===== src/rtl/sramqsys_cpu_oci_dct_ctrl.sv =====
// sramqsys_cpu_oci_dct_ctrl: packs 2-bit DCT trace atoms into 15-atom frames for the trace FIFO
// and sequences the end-of-test drain.
module sramqsys_cpu_oci_dct_ctrl #(
    parameter int ATOM_W = 2,
    parameter int ATOMS  = 15,
    parameter int CNT_W  = 4
) (
    input  logic                    clk,
    input  logic                    reset_n,
    input  logic                    trace_enable,
    input  logic                    atom_valid,
    input  logic [ATOM_W-1:0]       atom,
    input  logic                    flush_req,
    input  logic                    test_ending,
    output logic                    frm_valid,
    input  logic                    frm_ready,
    output logic [ATOM_W*ATOMS-1:0] frm_data,
    output logic [CNT_W-1:0]        frm_count,
    output logic [ATOM_W*ATOMS-1:0] dct_buffer,
    output logic [CNT_W-1:0]        dct_count,
    output logic                    overflow,
    output logic                    test_has_ended
);
    localparam int BUF_W = ATOM_W * ATOMS;
    localparam logic [CNT_W-1:0] FULL = CNT_W'(ATOMS);

    typedef enum logic [1:0] {RUN, DRAIN, ENDED} state_t;

    state_t             state_q, state_d;
    logic [BUF_W-1:0]   dct_buffer_q, dct_buffer_d, frm_data_q, frm_data_d, next_buf;
    logic [CNT_W-1:0]   dct_count_q, dct_count_d, frm_count_q, frm_count_d, next_cnt;
    logic               frm_valid_q, frm_valid_d, overflow_q, overflow_d;
    logic               test_has_ended_q, test_has_ended_d;
    logic               flush_pending_q, flush_pending_d, ending_seen_q, ending_seen_d;
    logic               accept, drop, out_free, flush_eff, xfer;

    always_comb begin
        accept           = atom_valid & trace_enable & (dct_count_q != FULL) & (state_q == RUN);
        drop             = atom_valid & trace_enable & (dct_count_q == FULL) & (state_q == RUN);
        next_buf         = accept ? {dct_buffer_q[BUF_W-ATOM_W-1:0], atom} : dct_buffer_q;
        next_cnt         = accept ? dct_count_q + 1'b1 : dct_count_q;
        out_free         = !frm_valid_q | frm_ready;
        // DRAIN behaves as a permanently pending flush
        flush_eff        = flush_pending_q | flush_req | (state_q == DRAIN);
        xfer             = ((next_cnt == FULL) | (flush_eff & (next_cnt != '0))) & out_free;
        dct_buffer_d     = xfer ? '0 : next_buf;
        dct_count_d      = xfer ? '0 : next_cnt;
        frm_valid_d      = xfer | (frm_valid_q & !frm_ready);
        frm_data_d       = xfer ? next_buf : frm_data_q;
        frm_count_d      = xfer ? next_cnt : frm_count_q;
        flush_pending_d  = (xfer | (next_cnt == '0)) ? 1'b0 : flush_eff;
        overflow_d       = overflow_q | drop;
        ending_seen_d    = test_ending;
        state_d          = (state_q == RUN && test_ending && !ending_seen_q) ? DRAIN :
                           (state_q == DRAIN && dct_count_q == '0 && !frm_valid_q) ? ENDED : state_q;
        test_has_ended_d = test_has_ended_q | (state_q == ENDED);
    end

    always_ff @(posedge clk or negedge reset_n) begin
        if (!reset_n) begin
            state_q          <= RUN;
            dct_buffer_q     <= '0;
            dct_count_q      <= '0;
            frm_data_q       <= '0;
            frm_count_q      <= '0;
            frm_valid_q      <= 1'b0;
            overflow_q       <= 1'b0;
            test_has_ended_q <= 1'b0;
            flush_pending_q  <= 1'b0;
            ending_seen_q    <= 1'b0;
        end else begin
            state_q          <= state_d;
            dct_buffer_q     <= dct_buffer_d;
            dct_count_q      <= dct_count_d;
            frm_data_q       <= frm_data_d;
            frm_count_q      <= frm_count_d;
            frm_valid_q      <= frm_valid_d;
            overflow_q       <= overflow_d;
            test_has_ended_q <= test_has_ended_d;
            flush_pending_q  <= flush_pending_d;
            ending_seen_q    <= ending_seen_d;
        end
    end

    assign frm_valid      = frm_valid_q;
    assign frm_data       = frm_data_q;
    assign frm_count      = frm_count_q;
    assign dct_buffer     = dct_buffer_q;
    assign dct_count      = dct_count_q;
    assign overflow       = overflow_q;
    assign test_has_ended = test_has_ended_q;
endmodule


===== config.mk =====
export PLATFORM = sky130hd
export DESIGN_NAME = sramqsys_cpu_oci_dct_ctrl
export DESIGN_NICKNAME = d
export VERILOG_FILES = /design/src/rtl/sramqsys_cpu_oci_dct_ctrl.sv
export SDC_FILE = /design/constraint.sdc
export NUM_CORES = 1
export LEC_CHECK = 0
export CAP_MARGIN = 20
export CORE_UTILIZATION = 45
export DETAILED_ROUTE_END_ITERATION = 16
export DONT_BUFFER_PORTS = 1
export HOLD_SLACK_MARGIN = 0.08
export SYNTH_ARGS = -nofsm -noshare
export SYNTH_HDL_FRONTEND = slang
export SYNTH_SLANG_ARGS = --single-unit

===== constraint.sdc =====
create_clock -name clk -period 2.1 [get_ports clk]
set_input_delay 0.315 -clock clk [delete_from_list [all_inputs] [get_ports clk]]
set_output_delay 0.315 -clock clk [all_outputs]
set_load 0.005 [all_outputs]

**Yosys cells after proc, flatten, opt, wreduce, memory -nomap -nowiden**

Cells that the tools add are included.

- Register bits: 75
- Input bits: 9
- Word-level logic and storage cells: 51

- Add/subtract/negate cells: 1
- Eq/ne operators: 5
- Mux-type cells: 7
- Bitwise operators: 16
- Reductions and logical operators: 12

Operator list:

| kind | number |
|---|---|
| $mux W30 | 2 |
| $and A1 B1 Y1 | 8 |
| $eq A4 B4 Y1 const B | 2 |
| $logic_not A4 Y1 | 2 |
| $mux W4 | 2 |
| $or A1 B1 Y1 | 8 |
| $add A4 B1 Y4 const B | 1 |
| $logic_and A1 B1 Y1 | 4 |
| $mux W2 | 2 |
| $ne A4 B4 Y1 const B | 1 |
| $reduce_bool A4 Y1 | 1 |
| $logic_not A1 Y1 | 3 |
| $eq A2 B1 Y1 const B | 1 |
| $eq A2 B2 Y1 const B | 1 |
| $logic_not A2 Y1 | 1 |
| $reduce_bool A2 Y1 | 1 |
| $mux W1 | 1 |

**Depth between registers and ports, before layout**

- Word-level depth: 10
- Mapped depth: 10

**Least setup slack after synthesis**

OpenSTA, ideal clock, no wires.

- Path type: flip-flop to flip-flop
- Start: reg dct_count_q[0] (netlist: dct_count[0])
- End: reg dct_count_q[0] (netlist: dct_count[0])
- Arrival time: 2.138 ns
- Path slack: -0.161 ns
- Stages on the path, launching flop included: 11
- Path through: dfrtp_1 -> inv_1 -> ha_1 -> a21oi_1 -> nand3_1 -> a21oi_1 -> or3_1 -> a221oi_2 -> buf_6 -> buf_6 -> nor2_1

- Word-level cells in the longest chain between the ends: 9
- Elaborated cells between the ends (all ways): 11
- Classes of those cells: add/sub: 1; eq/ne: 2; mux: 2; bitwise: 5; reduce/logical: 1

Ends and longest elaborated chain:

| what | line | source |
|---|---|---|
| from (decl) | 31 | `logic [CNT_W-1:0] dct_count_q, dct_count_d, frm_count_q, frm_count_d, next_cnt;` |
| from (signal assigned) | 74 | `dct_count_q <= dct_count_d;` |
| $ne A4 B4 Y1 | 38 | `accept = atom_valid & trace_enable & (dct_count_q != FULL) & (state_q == RUN);` |
| $and A1 B1 Y1 (2 in series) | 38 |  |
| $mux W4 (*) | 41 | `next_cnt = accept ? dct_count_q + 1'b1 : dct_count_q;` |
| $reduce_bool A4 Y1 | 45 | `xfer = ((next_cnt == FULL) \| (flush_eff & (next_cnt != '0))) & out_free;` |
| $and A1 B1 Y1 | 45 |  |
| $or A1 B1 Y1 | 45 |  |
| $and A1 B1 Y1 | 45 |  |
| $mux W4 (*) | 47 | `dct_count_d = xfer ? '0 : next_cnt;` |
| net dct_count_d[0] | 31 |  |

Mark *: on every way through the listed nets, which the timed path passes. The rest lies on a longest branch.
A chain may end at the register's enable or synchronous reset.

**Worst setup path in the final report**

- Start: reg dct_count_q[0] (netlist: dct_count[0])
- End: reg dct_buffer_q[4] (netlist: dct_buffer[4])

- Word-level cells in the longest chain between the ends: 9
- Elaborated cells between the ends (all ways): 12
- Classes of those cells: add/sub: 1; eq/ne: 2; mux: 3; bitwise: 5; reduce/logical: 1

Ends and longest elaborated chain:

| what | line | source |
|---|---|---|
| $ne A4 B4 Y1 | 38 |  |
| $and A1 B1 Y1 (2 in series) | 38 |  |
| $mux W4 | 41 |  |
| $reduce_bool A4 Y1 | 45 |  |
| $and A1 B1 Y1 | 45 |  |
| $or A1 B1 Y1 | 45 |  |
| $and A1 B1 Y1 | 45 |  |
| $mux W30 (*) | 46 | `dct_buffer_d = xfer ? '0 : next_buf;` |
| net dct_buffer_d[4] | 30 | `logic [BUF_W-1:0] dct_buffer_q, dct_buffer_d, frm_data_q, frm_data_d, next_buf;` |
| to (signal assigned) | 73 | `dct_buffer_q <= dct_buffer_d;` |
| to (decl) | 30 |  |

Marked as above.

==> results by group <==
Run status
  • Status: complete, but fails checks
  • Failing checks: negative setup slack

Global routing
  • Met3 usage in global routing: between 7 and 8%
  • GRT busiest layer: met2
  • GR Util met2: 33.5%
  • GR Overflow Total: 0
  • First-pass GRT wire length: between 10000 and 15000 um
  • Initial antenna violation count: 0
  • Grt met1 use: about a quarter
  • Number of global-route vias before repair: 2290
  • Pin count of the biggest net entering global routing: 76
  • Overall routing resource usage: around a fifth

Clocking
  • Worst-path clk slew: approximately 0.07 ns
  • CTS sink cnt: 75
  • Clock latency on the worst-skew pair: 0.35 ns
  • Total CTS buffers: 9
  • H-tree levels: 3
  • Clock Tree Root: clkbuf_8
  • TritonCTS clock tree: done
  • CTS max path bufs: 2

Placement
  • # port buffers: 0
  • DP HPWL: between 4000 and 5000 um
  • GP Congestion: around 0.78

Timing
  • Final worst-path setup slack: -0.117 ns
  • Max Freq: around 450 MHz
  • TNS Setup: -4.74 ns
  • Relative slew slack: between 70% and 80%
  • Final period util: 106%
  • Final slew viol count: 0
  • Worst Max-Slew Pin Slew: 0.398 ns
  • Final hold vios: 0
  • Post-layout min period: between 2 and 2.5 ns
  • Layout Skew: 0.0148 ns
  • Final setup viols: 66
  • RSZ-0062 raised after global routing: true

Floorplan
  • Core ar.: slightly below 0.007 sq mm
  • Row Count: 30
  • Die X: about 85 um
  • Initial Util: a little under half
  • Die Y: around 85 um
  • Die Area: 0.00729 sq mm
  • Top-Level Pins: 80

Yosys
  • Adder-cell area share of the yosys netlist: less than 1%
  • Post-Synth Simple-Gate Area: between 10% and 20%
  • Syn nets: 280
  • Syn Std Cell Area: 0.00313 sq mm
  • #FFs+latches synth: between 70 and 80
  • Count of cell types in the netlist: 34
  • Most frequent cell after synthesis: dfrtp_1
  • Post-synth top area cell: dfrtp_1
  • Largest family of logic cells by synthesized area: compound AO/OA/AOI/OAI gates
  • Top_reg_cell synth: dfrtp_1
  • Share of async-settable or async-resettable flops after synthesis: 100%
  • Post-synthesis instance total: 269
  • Commonest cells in the netlist: dfrtp_1 (75), nand2_1 (36), nor2_1 (36), o22a_1 (33), mux2i_1 (32)
  • Syn Area/Cell: 11.6 sq um
  • Yosys warning total: 0
  • Area share of the leading cell type in the synthesized netlist: 60.0%
  • Compound-Gate Fraction of Synth Area: between 10% and 20%
  • Synth area leaders: dfrtp_1 (60%), mux2i_1 (10%), o22a_1 (9.2%), nand2_1 (4.3%), nor2_1 (4.3%)
  • Mux share of post-synthesis cell area: around a tenth
  • Number of flops mapped to enable cells by yosys: 0
  • Post-synthesis sequential area ratio: 60.0%
  • Synth Area in XOR/XNOR: less than 1%

Setup path
  • Arr. time, crit path: 2.44 ns
  • Top cell by count, worst path: a21oi_2
  • CP max FO: 5
  • Delay-heaviest family, CP: buffers and inverters
  • Critical path, cell by cell: inv_2, ha_4, a21oi_2, nand3_1, a21oi_2, or3_4, a221oi_4, buf_6, buf_12, clkbuf_16, nor2_2
  • Crit-path max cell delay: about 0.42 ns
  • Crit path launch type: flop
  • Crit end category: flop
  • WS Path Type: flop to flop
  • Slowest cell on the critical path: dfrtp_1
  • Required @ worst endpoint: 2.32 ns
  • CP bufs+invs: 4

Layout
  • Final nets: 315
  • Layout cells sized above 1: between 20% and 30%
  • Fillers: slightly below 600
  • Area of the multi-input gates: 0.00125 sq mm
  • Area Growth Syn to Fin: 26.7%
  • Sequential standard cell area: around 0.0019 sq mm
  • # diodes: 0

Detailed routing
  • Drt wl/cell: a little under 20 um
  • Routed Antenna Nets: 0
  • Vias per cell: around 5.6
  • Total number of vias: 2196
  • # DRC: 0
  • First DRT Iteration DRCs: between 80 and 90
  • DRT Wirelength: 7640 um
  • Drt pass-1 iters: 4

Power
  • Tot Pwr: around 5.0 mW
  • Leakage: between 2 and 2.5 nW
  • Cell area power density: around 1300 mW/mm^2
  • Max VDD drop: ~0.00060 V

Min path
  • Min-Delay Path Class: input port to flop

Flow run
  • Max cap viols: 0
## worst paths after layout
check,from,cells after the start,endpoint,slack [ns]
worst max-delay path,dct_count[0],11,dct_buffer[4],-0.12
worst min-delay path,atom[1],3,frm_data[1],0.26
worst max register to register,dct_count[0],11,dct_buffer[4],-0.12
worst min register to register,test_has_ended,1,test_has_ended,0.51
max in group asynchronous,reset_n,2,dct_count[1],1.26
min in group asynchronous,reset_n,2,frm_data[22],0.54
## cell families after synthesis
kind of cell / after synthesis
xor gates and xnor gates: 1
muxes: 32
buffers and inverters: 23
AOI/OAI and AO/OA: 50
and+or+nand+nor: 86
DFF: 75
adders and majority gates: 2
## state kept, by name, indices dropped and copies added (netlist names)
| name | count |
|---|---|
| dct_buffer | 30 |
| frm_data | 30 |
| dct_count | 4 |
| frm_count | 4 |
| state_q | 2 |
| ending_seen_q | 1 |
| flush_pending_q | 1 |
| frm_valid | 1 |
| overflow | 1 |
| test_has_ended | 1 |
## where the power goes
part | internal [mW] | total (mW) | switching [mW]
Sequential | 1.84 | 2.18 | 0.333
Combinational | 0.858 | 1.53 | 0.670
Clock | 0.770 | 1.30 | 0.525
## cell usage in the layout, fill, tap and decap left out, drive strengths merged, types with 2 or more instances in the layout
cell and count:
dfrtp 75, buf 38, nand2 36, nor2 36, o22a 33, mux2i 32, clkbuf 15, a21oi 6
inv 5, o21ai 3, ha 2, bufinv 2, dlygate4sd3 2, or3 2, a211oi 2, and3 2
nor3 2
## repair_timing
item | CTS | global route
gates cloned | 0 | 4
hold buffers | 3 | 0
endpoints found under the hold margin | 76 | 0
endpoints found under the setup margin | 68 | 68
setup buffers | 2 | 4
pin swaps | 1 | 0
resized for setup | 6 | 27
## worst reg2reg max path, stage by stage (launching register included)
cell	delay (ns)
dfrtp_1	0.42
inv_2	0.08
ha_4	0.29
a21oi_2	0.04
nand3_1	0.09
a21oi_2	0.07
or3_4	0.36
a221oi_4	0.27
buf_6	0.17
buf_12	0.12
clkbuf_16	0.15
nor2_2	0.04
## through the flow
stage               area, sq um  util (%)  instances  hold slack, ns  setup slack [ns]
floorplan                  3170         -        269          0.0194           -0.0428
global placement           3440      51.0        360          0.0212           -0.0890
CTS                        3760      55.7        381           0.244           -0.0604
finish                     3970      58.7        389           0.258            -0.117
global route               3970      58.7        389           0.257            -0.214
detailed placement         3440      51.0        360          0.0211            -0.126
## cell type report
class	instances	area share, %
Sequential cell	75	47.3
Inverter	5	0.473
Clock buffer	13	4.26
Multi-Input combinational cell	171	31.6
Clock inverter	3	1.74
Tap cell	80	2.52
Timing Repair Buffer	42	12.1
## metal layers
metal  part of all wire, %  wire [um]
met5                     0          0
met3                   6.7        509
met2                    48       3690
met1                    43       3320
met4                   1.7        127
Note: power is estimated with default switching activity, not from simulation.
==> variant 1, RTL diff (config.mk and constraints unchanged) <==
Change the parameter `CNT_W` from 4 to 6.
--- a/src/rtl/sramqsys_cpu_oci_dct_ctrl.sv
+++ b/src/rtl/sramqsys_cpu_oci_dct_ctrl.sv
@@ -4,5 +4,5 @@
     parameter int ATOM_W = 2,
     parameter int ATOMS  = 15,
-    parameter int CNT_W  = 4
+    parameter int CNT_W  = 6
 ) (
     input  logic                    clk,
Interface: changed (resized dct_count and frm_count); port bits go from 80 to 84. No check against the original RTL was run, so the function may have changed too.
==> variant 1 against the unedited design <==
The flow finishes with violations (hold timing, setup timing); final area rose by 5.6%; area after synthesis increased by 8.9%; routed wire length down 6.6%; power is 24% lower; final cell count up 8.7%; worst setup slack better by 0.040 ns; fmax increased by 1.8%; sequential cell count increased by 4; critical path type unchanged; critical endpoint is now frm_data[19].
==> variant 1: results (changes against the unedited design) <==
Run status
  – Status: finished with violations
  – Violated checks: hold timing, setup timing

Synth
  – Async set-reset flop share out of synthesis: 1.00 (unchanged)
  – Synth unique cells: 36 (+5.9%)
  – Synth Area in Compound Gates: 0.0441 (-0.0855)
  – Post-Syn Instances: 286 (+6.3%)
  – Synth area leaders: dfrtp_1 58%, mux2i_1 20%, nor2_1 4.4%
  – Count leader, synth: dfrtp_1
  – Commonest cells post-synth: 79 x dfrtp_1, 67 x mux2i_1, 40 x nor2_1
  – Yosys Warn Count: 0 (unchanged)
  – Multiplexer area fraction after synthesis: 0.197 (+0.0944)
  – Syn Nets: 297 (+6.1%)
  – Post-synthesis xor/xnor area fraction: 0.00771 (+0.00491)
  – Post-Synth Adder-Cell Area: 0.00734 (-0.000655)
  – Sequential share of the synthesized area: 0.580 (-0.0197)

Setup path
  – R2R Path Start: dct_count[0]
  – Max incr delay on CP: 0.45 ns (+0.03 ns)
  – Slowest library cell on the worst path: dfrtp_2
  – R2R cell count: 9 (-2)
  – CP top delay family: compound AO/OA/AOI/OAI gates
  – Worst EP arrival: 2.39 ns (-0.05 ns)
  – Reg-to-reg endpoint: frm_data[19]
  – Worst-path fanout max: 8 (+3)

GRT
  – Antenna violations before repair: 0 (unchanged)
  – First-pass GRT wire length: 11.1 mm (-4.8%)
  – Vias in the first global route: 2266 (-1.0%)
  – All-Layer GR Usage: 0.187 (-0.0230)
  – Pin count of the biggest net entering global routing: 80 (+5.3%)

Detailed routing
  – Pre-Repair DR Iteration Count: 4 (unchanged)
  – Initial DRC count: 90 (+1.1%)
  – DRT Wirelength: 7.14 mm (-6.6%)
  – Routed vias: 2187 (-0.41%)
  – Routed wire per std cell: 16.9 µm (-14%)

Timing
  – Final hold vios: 79 (+79)
  – Final WS setup: -0.0764 ns (+0.0401 ns)
  – Setup violators final: 42 (-36%)
  – Worst-Margin Slew: 0.424 ns (+0.0263 ns)
  – Worst clock skew: 0.00946 ns (-0.00533 ns)
  – Final hold slack: -0.354 ns (-0.612 ns)

Finish
  – Fin nets: 331 (+5.1%)
  – ANT cells: 0 (unchanged)
  – Share of post-route cells with drive strength above 1: 0.265 (-0.00318)

CTS
  – TritonCTS buffer count: 9 (unchanged)
  – Root Buffer: clkbuf_8
  – Clock buffer depth: 2 (unchanged)
  – CTS H-Tree Depth: 3 (unchanged)
  – Cts-stage hold buffer count: 1 (-2)
  – Clock latency on the worst-skew pair: 0.36 ns
  – Clk slew on worst S/H paths: approximately 0.080 ns

Pwr
  – Peak supply drop: 0.439 mV (-27%)
  – Static Leakage: 1.78 nW (-19%)
  – Int Power: 2.65 mW (-24%)

Place
  – IO Port Bufs: 0 (unchanged)
  – Post-DP HPWL: 4.34 mm (+0.20%)
  – Routability cong.: 0.876 (+13%)
  – Placed Cells incl. Taps: 399 (+11%)

Hold path
  – Worst Hold Class: in2async
==> variant 1: worst max path at each step <==
stage | startpoint | end | slack, ns | cells after the start
final | dct_count[0] | frm_data[19] | -0.08 | 9
after CTS | dct_count[1] | frm_count[1] | -0.08 | 9
after global placement | dct_count[0] | frm_data[4] | -0.11 | 8
after global routing | dct_count[1] | frm_data[19] | -0.18 | 9
after detailed placement | dct_count[0] | frm_data[0] | -0.16 | 8
after floorplan | dct_count[0] | frm_count[0] | 0.02 | 9
==> variant 1: cell families after synthesis <==
group,Yosys count
simple gates,64
xor+xnor,3
compound gates,20
fa+ha+maj,2
flops,79
mux,67
buf+inv,51
==> variant 1: through the flow <==
stage / setup TNS (ns) / utilization / area (µm²) / setup WS, ns
4_1_cts: -1.50 / 0.550 / 4010 / -0.0796
5_1_grt: -7.64 / 0.574 / 4190 / -0.181
6_report: -1.93 / 0.574 / 4190 / -0.0764
3_5_place_dp: -4.81 / 0.506 / 3690 / -0.165
2_1_floorplan: 0 / - / 3410 / 0.0231
3_3_place_gp: -2.50 / 0.506 / 3690 / -0.108
==> variant 1: power groups by stage <==
stage | Clock [mW] | Combinational, mW | Sequential, mW
final | 1.01 | 0.891 | 1.89
after CTS | 1.04 | 0.781 | 1.89
after global routing | 1.10 | 0.977 | 1.92
after global placement | 0 | 0.648 | 1.91
after floorplan | 0 | 0.677 | 1.83
after detailed placement | 0 | 0.659 | 1.91
==> variant 1: area by class of cell <==
cell class / count / area [µm²]
Clock buffer: 10 / 138
Multi-Input combinational cell: 156 / 1350
Inverter: 39 / 146
Timing Repair Buffer: 35 / 418
Sequential cell: 79 / 1980
Tap cell: 99 / 124
Clock inverter: 5 / 33.8
Fill cell: 645 / 3100
==> variant 1: layer usage <==
layer  up-vias  global-route usage  share of wire
li1       1015                   -              -
met1      1099               0.238           0.44
met2        65               0.290           0.47
met3         8              0.0683          0.075
met4         0              0.0823          0.013
met5         -                   0              0
==> variant 1: timing repair <==
action,4_1_cts,5_1_grt
endpoints found under the setup margin,71,72
hold endpoints to repair,80,79
pin swaps,3,11
buffers inserted,2,2
gates cloned,2,2
gates resized for setup,15,32
==> variant 2, RTL diff (config.mk and constraints unchanged) <==
Made on the original files. Encoding of `state_t`: now one-hot (3 bits for 3 states).
--- a/src/rtl/sramqsys_cpu_oci_dct_ctrl.sv
+++ b/src/rtl/sramqsys_cpu_oci_dct_ctrl.sv
@@ -25,5 +25,5 @@
     localparam logic [CNT_W-1:0] FULL = CNT_W'(ATOMS);
 
-    typedef enum logic [1:0] {RUN, DRAIN, ENDED} state_t;
+    typedef enum logic [2:0] {RUN = 3'b001, DRAIN = 3'b010, ENDED = 3'b100} state_t;
 
     state_t             state_q, state_d;
Check against the original RTL: no difference found for any inputs over 10 cycles, from zero or initial values and one cycle with reset_n low; not proved beyond that.
==> variant 2 against the unedited design <==
The flow still finishes with violations (setup timing); via count fell by 8.6%; area after synthesis rose by 5.1%; sequential cell count is 1 higher; critical path depth is 3 lower; routed wire length down 18%; worst setup slack better by 0.10 ns; final area fell by 3.9%; global-route usage is 3.5 points lower; critical path type unchanged; critical endpoint is now frm_data[3].
Power is not compared: it rests on default switching activity, and its combinational part moved more than twofold at a synthesized area within 25%.
==> variant 2: results (changes against the unedited design) <==
Detailed routing
  – Met1 wire length: 2.66 mm (-20%)
  – Initial DRC count: 160 (+80%)
  – DRT Wirelength: 6.26 mm (-18%)
  – Routed length on met2: 2.91 mm (-21%)
  – Met3 WL: 582 µm (+14%)

Synth
  – Synth unique cells: 43 (+26%)
  – Post-Syn Area per Cell: 12.1 µm² (+4.3%)
  – Synth area leaders: dfrtp_1 57%, mux2i_1 19%, nor2_1 4.2%
  – Commonest cells post-synth: 75 x dfrtp_1, 63 x mux2i_1, 37 x nor2_1
  – Syn Nets: 282 (+0.71%)

Setup path
  – R2R cell count: 8 (-3)
  – CP top delay family: compound AO/OA/AOI/OAI gates
  – Max incr delay on CP: 0.44 ns (+0.02 ns)
  – Worst-path fanout max: 22 (+17)
  – Slowest library cell on the worst path: dfrtp_2
  – Worst EP arrival: 2.32 ns (-0.12 ns)

GRT
  – First-pass GRT wire length: 10.0 mm (-14%)
  – Vias in the first global route: 2081 (-9.1%)
  – Pin count of the biggest net entering global routing: 77 (+1.3%)

Timing
  – Worst clock skew: 0.0103 ns (-0.00448 ns)
  – Final hold slack: 0.171 ns (-0.0865 ns)
  – Setup violators final: 13 (-80%)
  – Final WS setup: -0.0125 ns (+0.104 ns)
  – Setup_tns: -0.0594 ns (+4.68 ns)

Run status
  – Status: finished with violations
  – Violated checks: setup timing

Finish
  – Fin nets: 308 (-2.2%)

Place
  – Cell area after placement: 3580 µm² (+3.9%)
  – Routability cong.: 0.765 (-1.8%)
  – Post-DP HPWL: 4.22 mm (-2.6%)

Hold path
  – Cells on Worst Hold Path: 2 (-1)
==> variant 2: area by class of cell <==
cell class | instances | share of cell area
repair buffers | 26 | 0.0709
well taps | 96 | 0.0315
flip-flops and latches | 76 | 0.500
multi-input cells | 149 | 0.321
clock inverters | 5 | 0.00755
inverters | 35 | 0.0345
clock buffers | 11 | 0.0345
==> variant 2: logic make-up (layout without fill, tap and decap cells) <==
kind of cell | after synthesis | after routing | synth area share
adders and majority gates | 2 | 2 | 0.00761
and+or+nand+nor | 62 | 62 | 0.0970
muxes | 64 | 64 | 0.196
DFF | 76 | 76 | 0.579
AOI/OAI and AO/OA | 19 | 19 | 0.0487
xor gates and xnor gates | 2 | 2 | 0.00533
buffers and inverters | 46 | 77 | 0.0666
==> variant 2: timing repair <==
action,4_1_cts,5_1_grt
pin swaps,2,0
setup endpoints to repair,32,66
hold buffers,3,0
setup buffers,1,0
hold endpoints to repair,77,0
gates resized for setup,1,3
==> variant 2: routing by layer <==
layer	vias up	GRT usage
met1	985	0.206
li1	949	-
met4	0	0.0611
met2	66	0.274
met3	8	0.0938
met5	-	0
==> variant 2: power breakdown <==
part | total, mW | switching [mW] | internal (mW)
sequential | 1.64 | 0.0818 | 1.56
combinational | 0.213 | 0.117 | 0.0959
clock | 0.937 | 0.513 | 0.424
==> variant 2: path summary, 6_finish.rpt <==
| check | startpoint | endpoint |
|---|---|---|
| setup reg to reg | dct_count[0] | frm_data[3] |
| hold reg to reg | test_has_ended | test_has_ended |
| hold / removal | atom[1] | dct_buffer[1] |
| setup / recovery | dct_count[0] | frm_data[3] |
| max in group asynchronous | reset_n | dct_count[0] |
| min in group asynchronous | reset_n | frm_count[1] |
